### config.mk
export PLATFORM = sky130hd
export DESIGN_NAME = rider_balance_seq
export DESIGN_NICKNAME = d
export VERILOG_FILES = /design/src/rtl/segway_pkg.sv /design/src/rtl/settle_timer.sv /design/src/rtl/rider_balance_seq.sv
export SDC_FILE = /design/constraint.sdc
export NUM_CORES = 1
export LEC_CHECK = 0
export ABC_AREA = 1
export BUFFER_PORTS_ARGS = -buffer_cell sky130_fd_sc_hd__buf_2
export CAP_MARGIN = 5
export CORE_MARGIN = 4
export CORE_UTILIZATION = 55
export DETAILED_ROUTE_END_ITERATION = 7
export PLACE_DENSITY = 0.73
export SLEW_MARGIN = 20
export SYNTH_ARGS = -nofsm -noshare
export SYNTH_HDL_FRONTEND = slang
export SYNTH_SLANG_ARGS = --single-unit
export TNS_END_PERCENT = 1
### constraint.sdc
create_clock -name clk -period 6.9 [get_ports clk]
set_input_delay 0.69 -clock clk [delete_from_list [all_inputs] [get_ports clk]]
set_output_delay 0.69 -clock clk [all_outputs]
set_load 0.01 [all_outputs]
### src/rtl/segway_pkg.sv
// Shared types and defaults for the segway balance-controller blocks.
package segway_pkg;

  localparam int LD_W  = 12;
  localparam int SUM_W = 13;

  localparam logic [SUM_W-1:0] DEF_MIN_RIDER_WT = 13'h200;
  localparam logic [SUM_W-1:0] DEF_WT_HYST      = 13'h040;
  localparam int               DEF_TMR_W        = 26;

  typedef enum logic [1:0] {
    IDLE  = 2'b00,
    WAIT  = 2'b01,
    STEER = 2'b10
  } seq_state_t;

endpackage

### src/rtl/settle_timer.sv
// Saturating up-counter that flags expiry when it reaches all ones.
// Build macro RIDER_SEQ_FAST_SIM_EN narrows the counter to at most 15 bits
// so the settle interval is short enough for simulation.
module settle_timer #(
  parameter int TMR_W = 26
) (
  input  logic clk,
  input  logic rst,
  input  logic clear,
  input  logic enable,
  output logic expired
);

`ifdef RIDER_SEQ_FAST_SIM_EN
  localparam int CNT_W = (TMR_W < 15) ? TMR_W : 15;
`else
  localparam int CNT_W = TMR_W;
`endif

  localparam logic [CNT_W-1:0] ONE = {{(CNT_W-1){1'b0}}, 1'b1};

  logic [CNT_W-1:0] tmr;

  assign expired = &tmr;

  // Count while enabled, hold at all ones, clear on request or reset.
  always_ff @(posedge clk) begin
    if (rst || clear) begin
      tmr <= '0;
    end else if (enable && !expired) begin
      tmr <= tmr + ONE;
    end
  end

endmodule

### src/rtl/rider_balance_seq.sv
// Rider-presence and steering sequencer: decides from the load cells when
// to power up the balance loop, clear the integrator and enable steering.
//
// state | meaning
// IDLE  | no rider; integrator held clear
// WAIT  | rider on, settling; steering held off until timer expires
// STEER | rider balanced and settled; steering enabled
//
// Optional build macro: RIDER_SEQ_FAST_SIM_EN (shortened settle timer).
module rider_balance_seq
  import segway_pkg::*;
#(
  parameter logic [SUM_W-1:0] MIN_RIDER_WT = DEF_MIN_RIDER_WT,
  parameter logic [SUM_W-1:0] WT_HYST      = DEF_WT_HYST,
  parameter int               TMR_W        = DEF_TMR_W
) (
  input  logic            clk,
  input  logic            rst,
  input  logic            vld,
  input  logic [LD_W-1:0] lft_ld,
  input  logic [LD_W-1:0] rght_ld,
  output logic            pwr_up,
  output logic            rider_off,
  output logic            en_steer,
  output logic [1:0]      seq_state
);

  localparam logic [SUM_W-1:0] ON_THR  = MIN_RIDER_WT;
  localparam logic [SUM_W-1:0] OFF_THR = MIN_RIDER_WT - WT_HYST;

  seq_state_t state_q, state_d;

  logic [SUM_W-1:0] sum, diff, qtr, frac15;
  logic             rider_on, rider_gone, unbal_wait, unbal_steer;
  logic             tmr_clr, tmr_en, tmr_expired;

  // Zero-extend before adding so the worst case 0xFFF+0xFFF cannot wrap.
  assign sum    = {1'b0, lft_ld} + {1'b0, rght_ld};
  assign diff   = (lft_ld >= rght_ld) ? ({1'b0, lft_ld} - {1'b0, rght_ld})
                                      : ({1'b0, rght_ld} - {1'b0, lft_ld});
  assign qtr    = sum >> 2;
  assign frac15 = sum - (sum >> 4);

  assign rider_on    = sum > ON_THR;
  assign rider_gone  = sum < OFF_THR;
  assign unbal_wait  = diff > qtr;
  assign unbal_steer = diff > frac15;

  assign tmr_en = (state_q == WAIT);

  settle_timer #(
    .TMR_W(TMR_W)
  ) u_settle_timer (
    .clk    (clk),
    .rst    (rst),
    .clear  (tmr_clr),
    .enable (tmr_en),
    .expired(tmr_expired)
  );

  // State register; reset wins over everything.
  always_ff @(posedge clk) begin
    if (rst) begin
      state_q <= IDLE;
    end else begin
      state_q <= state_d;
    end
  end

  // Next state, timer clear and Moore output decode.
  always_comb begin
    state_d   = state_q;
    tmr_clr   = 1'b0;
    pwr_up    = 1'b0;
    rider_off = 1'b0;
    en_steer  = 1'b0;
    seq_state = state_q;

    case (state_q)
      IDLE: begin
        rider_off = 1'b1;
        if (vld && rider_on) begin
          state_d = WAIT;
          tmr_clr = 1'b1;
        end
      end
      WAIT: begin
        pwr_up = 1'b1;
        // Rider-off beats imbalance; imbalance beats a same-cycle expiry.
        if (vld && rider_gone) begin
          state_d = IDLE;
          tmr_clr = 1'b1;
        end else if (vld && unbal_wait) begin
          tmr_clr = 1'b1;
        end else if (tmr_expired) begin
          state_d = STEER;
        end
      end
      STEER: begin
        pwr_up   = 1'b1;
        en_steer = 1'b1;
        if (vld && rider_gone) begin
          state_d = IDLE;
        end else if (vld && unbal_steer) begin
          state_d = WAIT;
          tmr_clr = 1'b1;
        end
      end
      default: begin
        state_d = IDLE;
      end
    endcase
  end

endmodule

==> run summary <==
The run finished with clean final reports. The die covers 10,900 um^2. Across the VDD grid, the largest voltage drop is 0.000114 V. After clock tree synthesis, the flow added hold-fix buffers numbering 0.

Detailed routing placed a total of 5790 um of wire on met2. The final critical-path share of the clock period came out at 80.5%. The critical register-to-register path startpoint is u_settle_timer.tmr[0]. 0 antenna diodes ended up in the layout. The floorplan has 34 rows. Overall die height: 104 um.

TritonCTS built the clock tree. The largest total area in the synthesized netlist belongs to sky130_fd_sc_hd__ha_1. The final layout contains routed wiring with a total length of 12,400 um. In the post-synthesis netlist, the cell with the most instances is sky130_fd_sc_hd__nand2_1.

The first detailed-routing pass ran for 5 iterations. The tools report the number of design rule violations left after detail routing as 0. The clock passes through at most 2 buffers. Number of enable flip-flop cells after synthesis: 0.

The share of synthesized area in the top cell type comes to 17.7%. The number of instances on the worst hold path came out at 2. The worst register-to-register path ends at u_settle_timer.tmr[25]. The worst path needs 5.55 ns of the cycle, external delays included.

After clock tree synthesis, the clock-pin slew on the worst setup and hold paths is 0.09 ns. In this design, the stage delay of the slowest critical-path cell is 0.51 ns. Summing every instance area after synthesis gives 5090 um^2. The region available for standard cell placement spans 8850 um^2. The count of unique library cells instantiated by Yosys is 44.

By area the synthesized netlist is led by sky130_fd_sc_hd__ha_1 18%, sky130_fd_sc_hd__nand2_1 14%, sky130_fd_sc_hd__dfxtp_1 11%. Summed over all cells, the static leakage comes to 0.00276 uW. Counting cells, the worst reg-to-reg path comes to 15.

The wire length per cell came out at 13.5 um. Detailed placement finished with a half-perimeter wire length of 10,500 um. STA classifies the critical path startpoint as a primary input.

For the relative slew slack, the log shows 56.8%. Count of endpoints failing hold in the final timing report: 0. After synthesis, the most frequently instantiated cells are 188 x sky130_fd_sc_hd__nand2_1, 139 x sky130_fd_sc_hd__inv_1, 72 x sky130_fd_sc_hd__ha_1.

Leaving out filler cells and counting taps, the final layout contains 916. Based on the critical path, the design can be clocked at up to 0.180 GHz. For this block, the initial DRC count from the detailed router was 215.

The min-delay analysis places its worst path in the category register to register. Max-cap violations in this run came to 0. Setup repair after global routing left no endpoint under its margin. Counting every sink on the clock net gives 28. Relative to the synthesized area, the layout overhead comes to 4.57%. For the number of gates given a new drive strength after cts, the log shows 0.

In this run the worst setup path begins at lft_ld[0]. The synthesized netlist cell count is 784, and the number of instances in the placed design is 912. Sequential cells account for 16.5% of the total power. Cells with a size suffix above 1 make up 14.4% of the layout. The count of final setup violators came out at 0.

The average instance in the mapped netlist occupies 6.49 um^2. For this design, the slowest cell found on the critical path is sky130_fd_sc_hd__o21ai_0. The root buffer cell chosen for the clock tree is sky130_fd_sc_hd__clkbuf_8. The detailed-route vias per instance works out to 5.28.

The logs give 0 for the count of antenna-violating nets left after detailed routing and 0 for the number of warnings issued by yosys. In this run the most critical hold path is launched from u_settle_timer.tmr[25]. The routed layout has 4,839 vias. The first global-routing pass estimated 21,600 um of wire. The logs give 498 uW for the cell-internal power and 3 for the CTS buffer count.

The congestion estimate from routability-driven global placement came to 0.918. For the pin with the worst max-slew slack, the measured transition is 0.647 ns. The highest layer touched by signal routing is met4. After detailed routing, the wire length on met1 is 5800 um. The power dissipated by switching net loads is 576 uW. For this run, the leading register cell type out of synthesis is sky130_fd_sc_hd__dfxtp_1.

The clock network accounts for 9.5% of the total power. The overall track demand over capacity in global routing was 23.2%; the power density over cell area was 202 nW/um^2. 32 I/O pins were placed. The run gives 1070 uW as the total chip power. For the routed wire length on met3, the log shows 605 um.

The number of max-slew violations in the final report was 0. For the number of antenna violations at the first check in global routing, the log shows 0. The setup slack of the worst register-to-register path was 4.32 ns. Data required time of the critical path: 7.06 ns.

The path with the worst hold slack has its endpoint at u_settle_timer.tmr[25]. The number of nets handed over by synthesis was 887. The starting utilization of the core area is 57.5%. Synthesis inferred 28 register bits. The library cell appearing most often on the critical path is sky130_fd_sc_hd__nand2_1.

The tools report the final sum of negative setup slack as 0 ns. Arrival time at the worst endpoint: 5.71 ns. The overall overflow remaining after global route was 0; the fraction of power spent switching nets was 53.6%.

STA classifies the critical path endpoint as a register. For the share of synthesized area occupied by flip-flops and latches, the log shows 11.0%. The clock reaches the later pin of the worst-skew pair after 0.28 ns.

The number of global-route vias before repair was 4,764; the count of buffers added by post-CTS timing repair for setup was 0. The power share of the combinational group is 73.9%, and the largest net degree at the start of global routing is 27. The floorplan die width was 104 um. The count of buffers added on input and output ports is 31. Across the routed clock network, the largest skew measured is 0.00578 ns. Net count of the finished layout: 912.

The run gives 1 as the H-tree depth reported by CTS. The critical path in this run is classified as primary input to register. The largest fanout of any net on the critical path was 26; the post-synthesis async set-or-reset flop share was 0%.
## final cells by class
type	instances	area [um^2]
Multi-Input combinational cell	591	3830
Fill cell	840	3530
Inverter	153	577
Sequential cell	28	561
Timing Repair Buffer	32	163
Tap cell	108	135
Clock buffer	4	55.1
## cells in the final DEF (no fill, tap or decap), drive strengths merged, types with 4 or more instances in the layout
cell type	count
nand2	205
inv	153
nor2	85
ha	72
nand3	54
a21oi	38
xor2	35
buf	32
dfxtp	28
o21ai	22
xnor2	16
nand4	15
nor3	13
a31oi	6
o21bai	5
nand3b	4
fa	4
clkbuf	4
## routing by layer
layer  global-route usage (%)  vias to the layer above
met4                     3.99                        0
met2                     40.7                      135
met1                     31.1                     2184
met5                        0                        -
li1                         -                     2502
met3                     2.11                       18
## power groups by stage
stage	combinational (uW)	clock, uW	sequential (uW)
2_1_floorplan	618	0	183
3_3_place_gp	773	0	180
3_5_place_dp	784	0	181
4_1_cts	789	105	178
5_1_grt	903	109	179
6_report	794	103	177
## cells by family after synthesis
kind of cell | count (synthesis) | share of synthesized area, %
muxes | 2 | 0.393
AOI/OAI and AO/OA | 83 | 9.44
and+or+nand+nor | 379 | 36.7
adders and majority gates | 76 | 19.3
xor gates and xnor gates | 51 | 9.44
buffers and inverters | 165 | 13.7
DFF | 28 | 11.0
## how the worst max path moves through the flow
| stage | slack [ns] | to |
|---|---|---|
| 3_5_place_dp | 1.07 | u_settle_timer.tmr[11] |
| 2_1_floorplan | 2.11 | u_settle_timer.tmr[18] |
| 3_3_place_gp | 1.28 | u_settle_timer.tmr[11] |
| 4_1_cts | 1.36 | u_settle_timer.tmr[11] |
| 6_report | 1.35 | u_settle_timer.tmr[11] |
| 5_1_grt | 0.78 | u_settle_timer.tmr[10] |
## flip-flops by register name (all words and copies together) (netlist names)
name and cells:
u_settle_timer.tmr 26, seq_state 2
## worst max-delay path, delay by kind of cell
kind | cells | cell delay [ns]
buf+inv | 5 | 0.47
xor+xnor | 1 | 0.24
simple gates | 17 | 2.11
compound gates | 4 | 0.94
fa+ha+maj | 4 | 1.24
## stage by stage
step / worst slack (ns) / utilization (%) / instance area [um^2] / hold WS, ns
detailed placement: 1.07 / 59.5 / 5270 / 0.527
global route: 0.780 / 60.1 / 5320 / 0.585
finish: 1.35 / 60.1 / 5320 / 0.552
CTS: 1.36 / 60.1 / 5320 / 0.553
floorplan: 2.11 / - / 5090 / 0.495
global placement: 1.28 / 59.5 / 5270 / 0.515
No activity file was read; power rests on OpenSTA's default activity.
